===== config.mk =====
export PLATFORM = sky130hd
export DESIGN_NAME = mem_burst_handshake
export DESIGN_NICKNAME = d
export VERILOG_FILES = /design/src/rtl/mem_burst_handshake.sv
export SDC_FILE = /design/constraint.sdc
export NUM_CORES = 1
export LEC_CHECK = 0
export ABC_AREA = 1
export CAP_MARGIN = 0
export CELL_PAD_IN_SITES_DETAIL_PLACEMENT = 0
export CELL_PAD_IN_SITES_GLOBAL_PLACEMENT = 1
export CORE_MARGIN = 8
export CORE_UTILIZATION = 45
export CTS_CLUSTER_SIZE = 25
export DETAILED_ROUTE_END_ITERATION = 6
export PLACE_DENSITY_LB_ADDON = 0.1
export SLEW_MARGIN = 30
export SYNTH_ARGS = -nofsm -noshare
export SYNTH_HDL_FRONTEND = slang
export SYNTH_SLANG_ARGS = --single-unit

===== constraint.sdc =====
create_clock -name clk_i -period 3.3 [get_ports clk_i]
set_input_delay 0.825 -clock clk_i [delete_from_list [all_inputs] [get_ports clk_i]]
set_output_delay 0.825 -clock clk_i [all_outputs]
set_load 0.05 [all_outputs]

===== src/rtl/mem_burst_handshake.sv =====
// Single-port burst memory: valid/ready command handshake, strobed write beats,
// and read beats with one-cycle latency and rready backpressure.
module mem_burst_handshake #(
    parameter int unsigned WIDTH      = 16,
    parameter int unsigned DEPTH      = 16,
    parameter int unsigned ADDR_WIDTH = 4,
    parameter int unsigned LEN_WIDTH  = 3
) (
    input  logic                  clk_i,
    input  logic                  rst_i,
    input  logic                  valid_i,
    output logic                  ready_o,
    input  logic                  wr_rd_en_i,
    input  logic [ADDR_WIDTH-1:0] addr_i,
    input  logic [LEN_WIDTH-1:0]  len_i,
    input  logic                  wvalid_i,
    output logic                  wready_o,
    input  logic [WIDTH-1:0]      wdata_i,
    input  logic [WIDTH/8-1:0]    wstrb_i,
    output logic                  rvalid_o,
    input  logic                  rready_i,
    output logic [WIDTH-1:0]      rdata_o,
    output logic                  rlast_o,
    output logic                  busy_o,
    output logic                  err_o
);
    localparam int NBYTES = int'(WIDTH / 8);

    typedef enum logic [1:0] {S_IDLE, S_WRITE, S_READ} state_t;

    state_t                r_state;
    state_t                w_next_state;
    logic [WIDTH-1:0]      r_mem [DEPTH];
    logic [ADDR_WIDTH-1:0] r_cur_addr;
    logic [LEN_WIDTH-1:0]  r_cnt;
    logic [WIDTH-1:0]      r_rdata;
    logic                  r_rvalid;
    logic                  r_rlast;
    logic                  r_err;
    logic                  w_accept;
    logic                  w_addr_ok;
    logic                  w_wbeat;
    logic                  w_rbeat;
    logic [ADDR_WIDTH-1:0] w_next_addr;

    // Incrementing address that wraps at DEPTH-1, so non-power-of-two depths work.
    function automatic logic [ADDR_WIDTH-1:0] f_next_addr(input logic [ADDR_WIDTH-1:0] a);
        if (32'(a) == DEPTH - 1) return '0;
        return a + ADDR_WIDTH'(1);
    endfunction

    assign w_accept    = valid_i && (r_state == S_IDLE);
    assign w_addr_ok   = 32'(addr_i) < DEPTH;
    assign w_wbeat     = (r_state == S_WRITE) && wvalid_i;
    assign w_rbeat     = (r_state == S_READ) && r_rvalid && rready_i;
    assign w_next_addr = f_next_addr(r_cur_addr);

    always_ff @(posedge clk_i or negedge rst_i) begin
        if (!rst_i) r_state <= S_IDLE;
        else        r_state <= w_next_state;
    end

    always_comb begin
        w_next_state = r_state;
        ready_o      = 1'b0;
        wready_o     = 1'b0;
        busy_o       = 1'b1;
        case (r_state)
            S_IDLE: begin
                ready_o = 1'b1;
                busy_o  = 1'b0;
                if (valid_i && w_addr_ok)
                    w_next_state = wr_rd_en_i ? S_WRITE : S_READ;
            end
            S_WRITE: begin
                wready_o = 1'b1;
                if (wvalid_i && (r_cnt == '0)) w_next_state = S_IDLE;
            end
            S_READ: begin
                if (w_rbeat && r_rlast) w_next_state = S_IDLE;
            end
            default: w_next_state = S_IDLE;
        endcase
    end

    always_ff @(posedge clk_i or negedge rst_i) begin
        if (!rst_i) begin
            for (int i = 0; i < int'(DEPTH); i++) r_mem[i] <= '0;
            r_cur_addr <= '0;
            r_cnt      <= '0;
            r_rdata    <= '0;
            r_rvalid   <= 1'b0;
            r_rlast    <= 1'b0;
            r_err      <= 1'b0;
        end else begin
            r_err <= w_accept && !w_addr_ok;
            if (w_accept && w_addr_ok) begin
                r_cur_addr <= addr_i;
                r_cnt      <= len_i;
                // Reads prefetch the first beat at accept time for one-cycle latency.
                if (!wr_rd_en_i) begin
                    r_rdata  <= r_mem[addr_i];
                    r_rvalid <= 1'b1;
                    r_rlast  <= (len_i == '0);
                end
            end
            if (w_wbeat) begin
                for (int k = 0; k < NBYTES; k++)
                    if (wstrb_i[k]) r_mem[r_cur_addr][8*k +: 8] <= wdata_i[8*k +: 8];
                r_cur_addr <= w_next_addr;
                r_cnt      <= r_cnt - LEN_WIDTH'(1);
            end
            if (w_rbeat) begin
                if (r_rlast) begin
                    r_rvalid <= 1'b0;
                    r_rlast  <= 1'b0;
                end else begin
                    r_cur_addr <= w_next_addr;
                    r_rdata    <= r_mem[w_next_addr];
                    r_rlast    <= (r_cnt == LEN_WIDTH'(1));
                    r_cnt      <= r_cnt - LEN_WIDTH'(1);
                end
            end
        end
    end

    assign rvalid_o = r_rvalid;
    assign rdata_o  = r_rdata;
    assign rlast_o  = r_rlast;
    assign err_o    = r_err;

endmodule

==> flow_summary.json, run 1 <==
{
  "crit_family": "buffers and inverters",
  "syn_avg_cell_area_sq_um": 6.91,
  "cts_resized": 0,
  "design.portCount": 53,
  "timing.rr.start": "r_cur_addr[0]",
  "power.switching_mw": 8.63,
  "cp_data_arrival_time_ns": 2.02,
  "die-width_microns": 206,
  "grt.overflow.total": 0,
  "status": "finished clean",
  "cts.path.max_buffers": 3,
  "drive_gt1_frac": 0.0593,
  "finalWorstSetupSlack_ns": 0.454,
  "drc": 0,
  "whs_ns": 0.220,
  "ant_nets": 0,
  "combPwrFrac": 0.477,
  "leakage_nw": 8.45,
  "dieHeight_microns": 206,
  "crit_required_ns": 2.47,
  "synthTopCellsByArea": "dfrtp_1, nand2_1, nand3_1, o21ai_0, inv_1",
  "period_minus_slack_ns": 2.85,
  "cp-startpoint": "r_state[1]",
  "grt_use_total": 0.280,
  "drt_iter0_drc": 1472,
  "viasPerCell": 5.71,
  "seq_power_share": 0.321,
  "post_cts_buffers": 0,
  "synth-seq-cells": 283,
  "swShare": 0.461,
  "p_per_area_mw_per_mm2": 1030,
  "cts_buffers": 37,
  "finish.utilization": 0.511,
  "crit_fanout": 5,
  "power_frac_clock": 0.202,
  "antenna_found_initial": 1,
  "grt_setup_unrepaired": "no",
  "ys_seq_area_frac": 0.436,
  "routed_wl_microns": 58400,
  "critical_path_buf_inv_count": 1,
  "cts_tree": "done",
  "netlist_area_sq_mm": 0.0162,
  "clk_pin_slew_worst_paths_ns": 0.06,
  "syn-num-nets": 2388,
  "layout_common_cells": "nand2_1, nand3_1, o21ai_0",
  "fin_crit_sh": 0.862,
  "skew_ns": 0.0156,
  "grt_max_degree": 130,
  "start_util": 0.457,
  "synth_top_area_share": 0.436,
  "port_buffers": 51,
  "worst_pin_slew_ns": 0.754,
  "place_congestion": 0.849,
  "dp_hpwl_microns": 34900,
  "coreArea_sq_mm": 0.0356,
  "htree_levels": 2,
  "yosys_warnings": 0,
  "fmax_ghz": 0.351,
  "detail_route.first_pass.iterations": 6,
  "die-area_sq_mm": 0.0424,
  "setup_tns_ns": 0,
  "end_kind": "output pin",
  "drv_slew": 0,
  "cts_hold_buffers": 0,
  "holdCritPathClass": "primary input to async pin",
  "synth_area_leader_cell": "dfrtp_1",
  "critical_path.startpoint_type": "register",
  "dp_slack_ns": 0.500,
  "mostFrequentLayoutCell": "nand2_1",
  "power.internal_mw": 10.1,
  "area_growth_pct": 11.8,
  "area.sequential_sq_mm": 0.00708,
  "slowest_delay_ns": 0.84,
  "ys_types": 29,
  "fill_cells": 3606,
  "vias": 15900,
  "clock_latency_ns": 0.54,
  "grt_pass1_vias": 15400,
  "peakVddDrop_mv": 0.675,
  "relSlewSlack": 0.497,
  "path_cells": "nor2_2 > clkdlybuf4s50_1",
  "setup_violations": 0,
  "grt_pass1_wl_microns": 91900,
  "hold_viol_final": 0,
  "maxCapViolations": 0,
  "n_antenna_cell": 0,
  "clock-sinks": 283,
  "cts_root_buf": "clkbuf_16",
  "criticalPathCategory": "register to output pin",
  "row_count": 69,
  "syn_inst": 2350,
  "routedWlPerCell_microns": 20.9,
  "critical_path.slowest_cell": "clkdlybuf4s50_1",
  "multiInputGateArea_sq_mm": 0.00766,
  "fin_nets": 2350
}
-- cell type report --
class	count	share of cell area
clock inverters	5	0.00276
clock buffers	51	0.0577
repair buffers	97	0.0543
inverters	202	0.0419
flip-flops and latches	283	0.390
well taps	461	0.0318
multi-input cells	1691	0.422
-- worst paths after layout --
| path | to | slack, ns | cells past startpoint |
|---|---|---|---|
| max in group asynchronous | r_mem[255] | 2.17 | 2 |
| min reg2reg | r_mem[90] | 0.48 | 2 |
| max | ready_o | 0.45 | 2 |
| min | r_mem[53] | 0.22 | 1 |
| min in group clk_i | r_mem[90] | 0.48 | 2 |
| max reg2reg | rdata_o[1] | 0.78 | 10 |
-- synthesized netlist by cell type, drive strengths merged --
cell,instances
nand2,773
nand3,441
o21ai,354
dfrtp,283
inv,201
buf,91
clkbuf,83
a21oi,74
nor2,27
ha,7
o211ai,5
a31oi,2
nand3b,2
o21bai,2
a32o,1
clkinv,1
conb,1
o22ai,1
xnor2,1
-- metrics by stage --
| step | cells | area, sq um | power [mW] |
|---|---|---|---|
| 3_3_place_gp | 2734 | 17100 | 14.7 |
| 2_1_floorplan | 2350 | 16200 | 11.8 |
| 5_1_grt | 2790 | 18200 | 20.2 |
| 3_5_place_dp | 2734 | 17100 | 14.8 |
| 4_1_cts | 2790 | 18200 | 18.7 |
| 6_report | 2790 | 18200 | 18.7 |
-- flip-flops by register name, indices dropped and copies added, names as in the netlist --
signal,cells
r_state,2
rvalid_o,1
r_cur_addr,4
r_mem,256
rdata_o,16
rlast_o,1
r_cnt,3
-- layer usage --
layer,share of wire,wire [microns],track usage
met5,0.00017,10,0
met4,0.029,1720,0.0996
met3,0.091,5330,0.0539
met2,0.43,25400,0.421
met1,0.44,25900,0.397
-- power by group through the flow --
stage,combinational (mW),sequential (mW),clock [mW]
floorplan,5.66,6.13,0
global placement,8.72,6.00,0
detailed placement,8.81,6.02,0
CTS,8.84,5.99,3.87
global route,9.95,6.21,4.00
finish,8.92,6.01,3.79
-- cell families after synthesis --
| kind of cell | share of synthesized area |
|---|---|
| flip-flops | 0.436 |
| buffers and inverters | 0.0940 |
| adder cells (fa/ha/maj) | 0.00539 |
| other | 0.000231 |
| XOR/XNOR | 0.000539 |
| AND/OR/NAND/NOR | 0.327 |
| AO/OA/AOI/OAI | 0.137 |
(Power assumes the default switching activity.)
==> run 2, diff against run 1 <==
--- a/config.mk
+++ b/config.mk
@@ -16,3 +16,2 @@
 export PLACE_DENSITY_LB_ADDON = 0.1
-export SLEW_MARGIN = 30
 export SYNTH_ARGS = -nofsm -noshare
==> constraint.sdc (replaced) <==
create_clock -name clk_i -period 3.3 [get_ports clk_i]
set_input_delay 0.66 -clock clk_i [delete_from_list [all_inputs] [get_ports clk_i]]
set_output_delay 0.66 -clock clk_i [all_outputs]
set_load 0.05 [all_outputs]
==> run 2 against run 1 <==
  * Non-clock buffer count shrank 8
  * First-iteration DRC count grew 7.7%
  * Hold slack lost 0.074 ns
  * Register-to-register slack lost 0.08 ns
  * Worst setup slack gained 0.18 ns
  * Sequential share of layout area shrank 0.14 points
  * Final area grew 0.37%
  * Final cell count shrank 0.11%
  * Clock skew shrank 0.0058 ns
  * Clock power grew 6.9%
  * Flip-flop and latch count is the same
  * Sequential power grew 0.7%
  * Largest cell class unchanged
  * Highest routed layer is now met4
==> flow_summary.json, run 2 (synthesis gave the netlist of run 1 again) <==
{
  "status": "finished clean",
  "drv_slew": 0,
  "viasPerCell": 5.71,
  "die-area_sq_mm": 0.0424,
  "grt_pass1_wl_microns": 91300,
  "fill_cells": 3579,
  "drive_gt1_frac": 0.0576,
  "p_per_area_mw_per_mm2": 1040,
  "critical_path.slowest_cell": "clkdlybuf4s50_1",
  "end_kind": "output pin",
  "criticalPathCategory": "register to output pin",
  "clk_pin_slew_worst_paths_ns": 0.06,
  "vias": 15900,
  "cp_data_arrival_time_ns": 2.01,
  "place_congestion": 0.859,
  "critical_path_buf_inv_count": 1,
  "grt_max_degree": 130,
  "holdCritPathClass": "primary input to async pin",
  "area_growth_pct": 12.2,
  "skew_ns": 0.00973,
  "layout_common_cells": "nand2_1, nand3_1, o21ai_0",
  "dp.cells": 2726,
  "period_minus_slack_ns": 2.67,
  "grt_use_total": 0.280,
  "peakVddDrop_mv": 0.894,
  "start_util": 0.457,
  "cts_buffers": 36,
  "cp-startpoint": "r_state[1]",
  "top_register": "r_mem",
  "dieHeight_microns": 206,
  "use_met3": 0.0566,
  "row_count": 69,
  "crit_fanout": 5,
  "totalPowerFinal_mw": 18.9,
  "crit_required_ns": 2.64,
  "drt_iter0_drc": 1586,
  "crit_family": "buffers and inverters",
  "clock_latency_ns": 0.52,
  "worst_pin_slew_ns": 0.872,
  "setup_tns_ns": 0,
  "coreArea_sq_mm": 0.0356,
  "grtUsageMet1": 0.396,
  "clock-sinks": 283,
  "grt.overflow.total": 0,
  "htree_levels": 2,
  "routed_wl_microns": 58800,
  "hold_viol_final": 0,
  "grt_setup_unrepaired": "no",
  "cts_hold_buffers": 0,
  "path_cells": "nor2_2 > clkdlybuf4s50_1",
  "fmax_ghz": 0.375,
  "dp_hpwl_microns": 34700,
  "grtUsageMet2": 0.422,
  "routedWlPerCell_microns": 21.1,
  "instances_no_fill": 2787,
  "setup_violations": 0,
  "cts_tree": "done",
  "maxCapViolations": 0,
  "drc": 0,
  "relSlewSlack": 0.419,
  "die-width_microns": 206,
  "post_cts_buffers": 0,
  "fin_crit_sh": 0.808,
  "antenna_found_initial": 0,
  "fin_nets": 2341,
  "busiest_layer": "met2",
  "cts_root_buf": "clkbuf_16",
  "timing.rr.start": "r_cur_addr[0]",
  "mostFrequentLayoutCell": "nand2_1",
  "port_buffers": 51,
  "largest_reg_flops": 256,
  "slowest_delay_ns": 0.84,
  "grt_pass1_vias": 15200,
  "cts_resized": 0,
  "cts.path.max_buffers": 3,
  "n_antenna_cell": 0,
  "ant_nets": 0,
  "detail_route.first_pass.iterations": 6,
  "leakage_nw": 8.46,
  "whs_ns": 0.147,
  "design.portCount": 53,
  "critical_path.startpoint_type": "register"
}
run 2: per-stage QoR:
step / util / instance area, sq um / setup WS [ns]
detailed placement: 0.479 / 17000 / 0.685
floorplan: - / 16200 / 0.957
global route: 0.513 / 18200 / 0.562
finish: 0.513 / 18200 / 0.633
global placement: 0.479 / 17000 / 0.741
CTS: 0.513 / 18200 / 0.623
run 2: final timing paths:
kind,endpoint,slack [ns],depth (start not counted)
min in group clk_i,r_mem[179],0.49,2
worst max-delay path,ready_o,0.63,2
worst min-delay path,r_mem[53],0.15,1
worst min register to register,r_mem[179],0.49,2
worst max register to register,rdata_o[15],0.70,10
max in group asynchronous,r_mem[121],2.25,2
run 2: cell type report:
type	instances	area [sq um]	share of cell area
multi-input cells	1691	7660	0.420
repair buffers	89	951	0.0522
clock buffers	55	1090	0.0600
clock inverters	6	108	0.00590
flip-flops and latches	283	7080	0.388
inverters	202	762	0.0418
well taps	461	577	0.0316
run 2: worst register-to-register path: cells and delay by family, from the launching register on:
family	cells	cell delay [ns]
fa+ha+maj	1	0.40
buf+inv	3	0.95
flops	1	0.45
simple gates	6	0.75
run 2: layer usage:
metal  part of all wire  wire length, microns
met1               0.44                 26000
met4              0.032                  1880
met2               0.43                 25600
met3              0.093                  5460
met5                  0                     0
run 2: report_power, final:
group          internal [mW]  leakage (nW)  switching, mW  total (mW)
clock network           2.50         0.588           1.54        4.05
logic                   2.83          4.07           5.99        8.82
registers               4.93          3.80           1.12        6.05
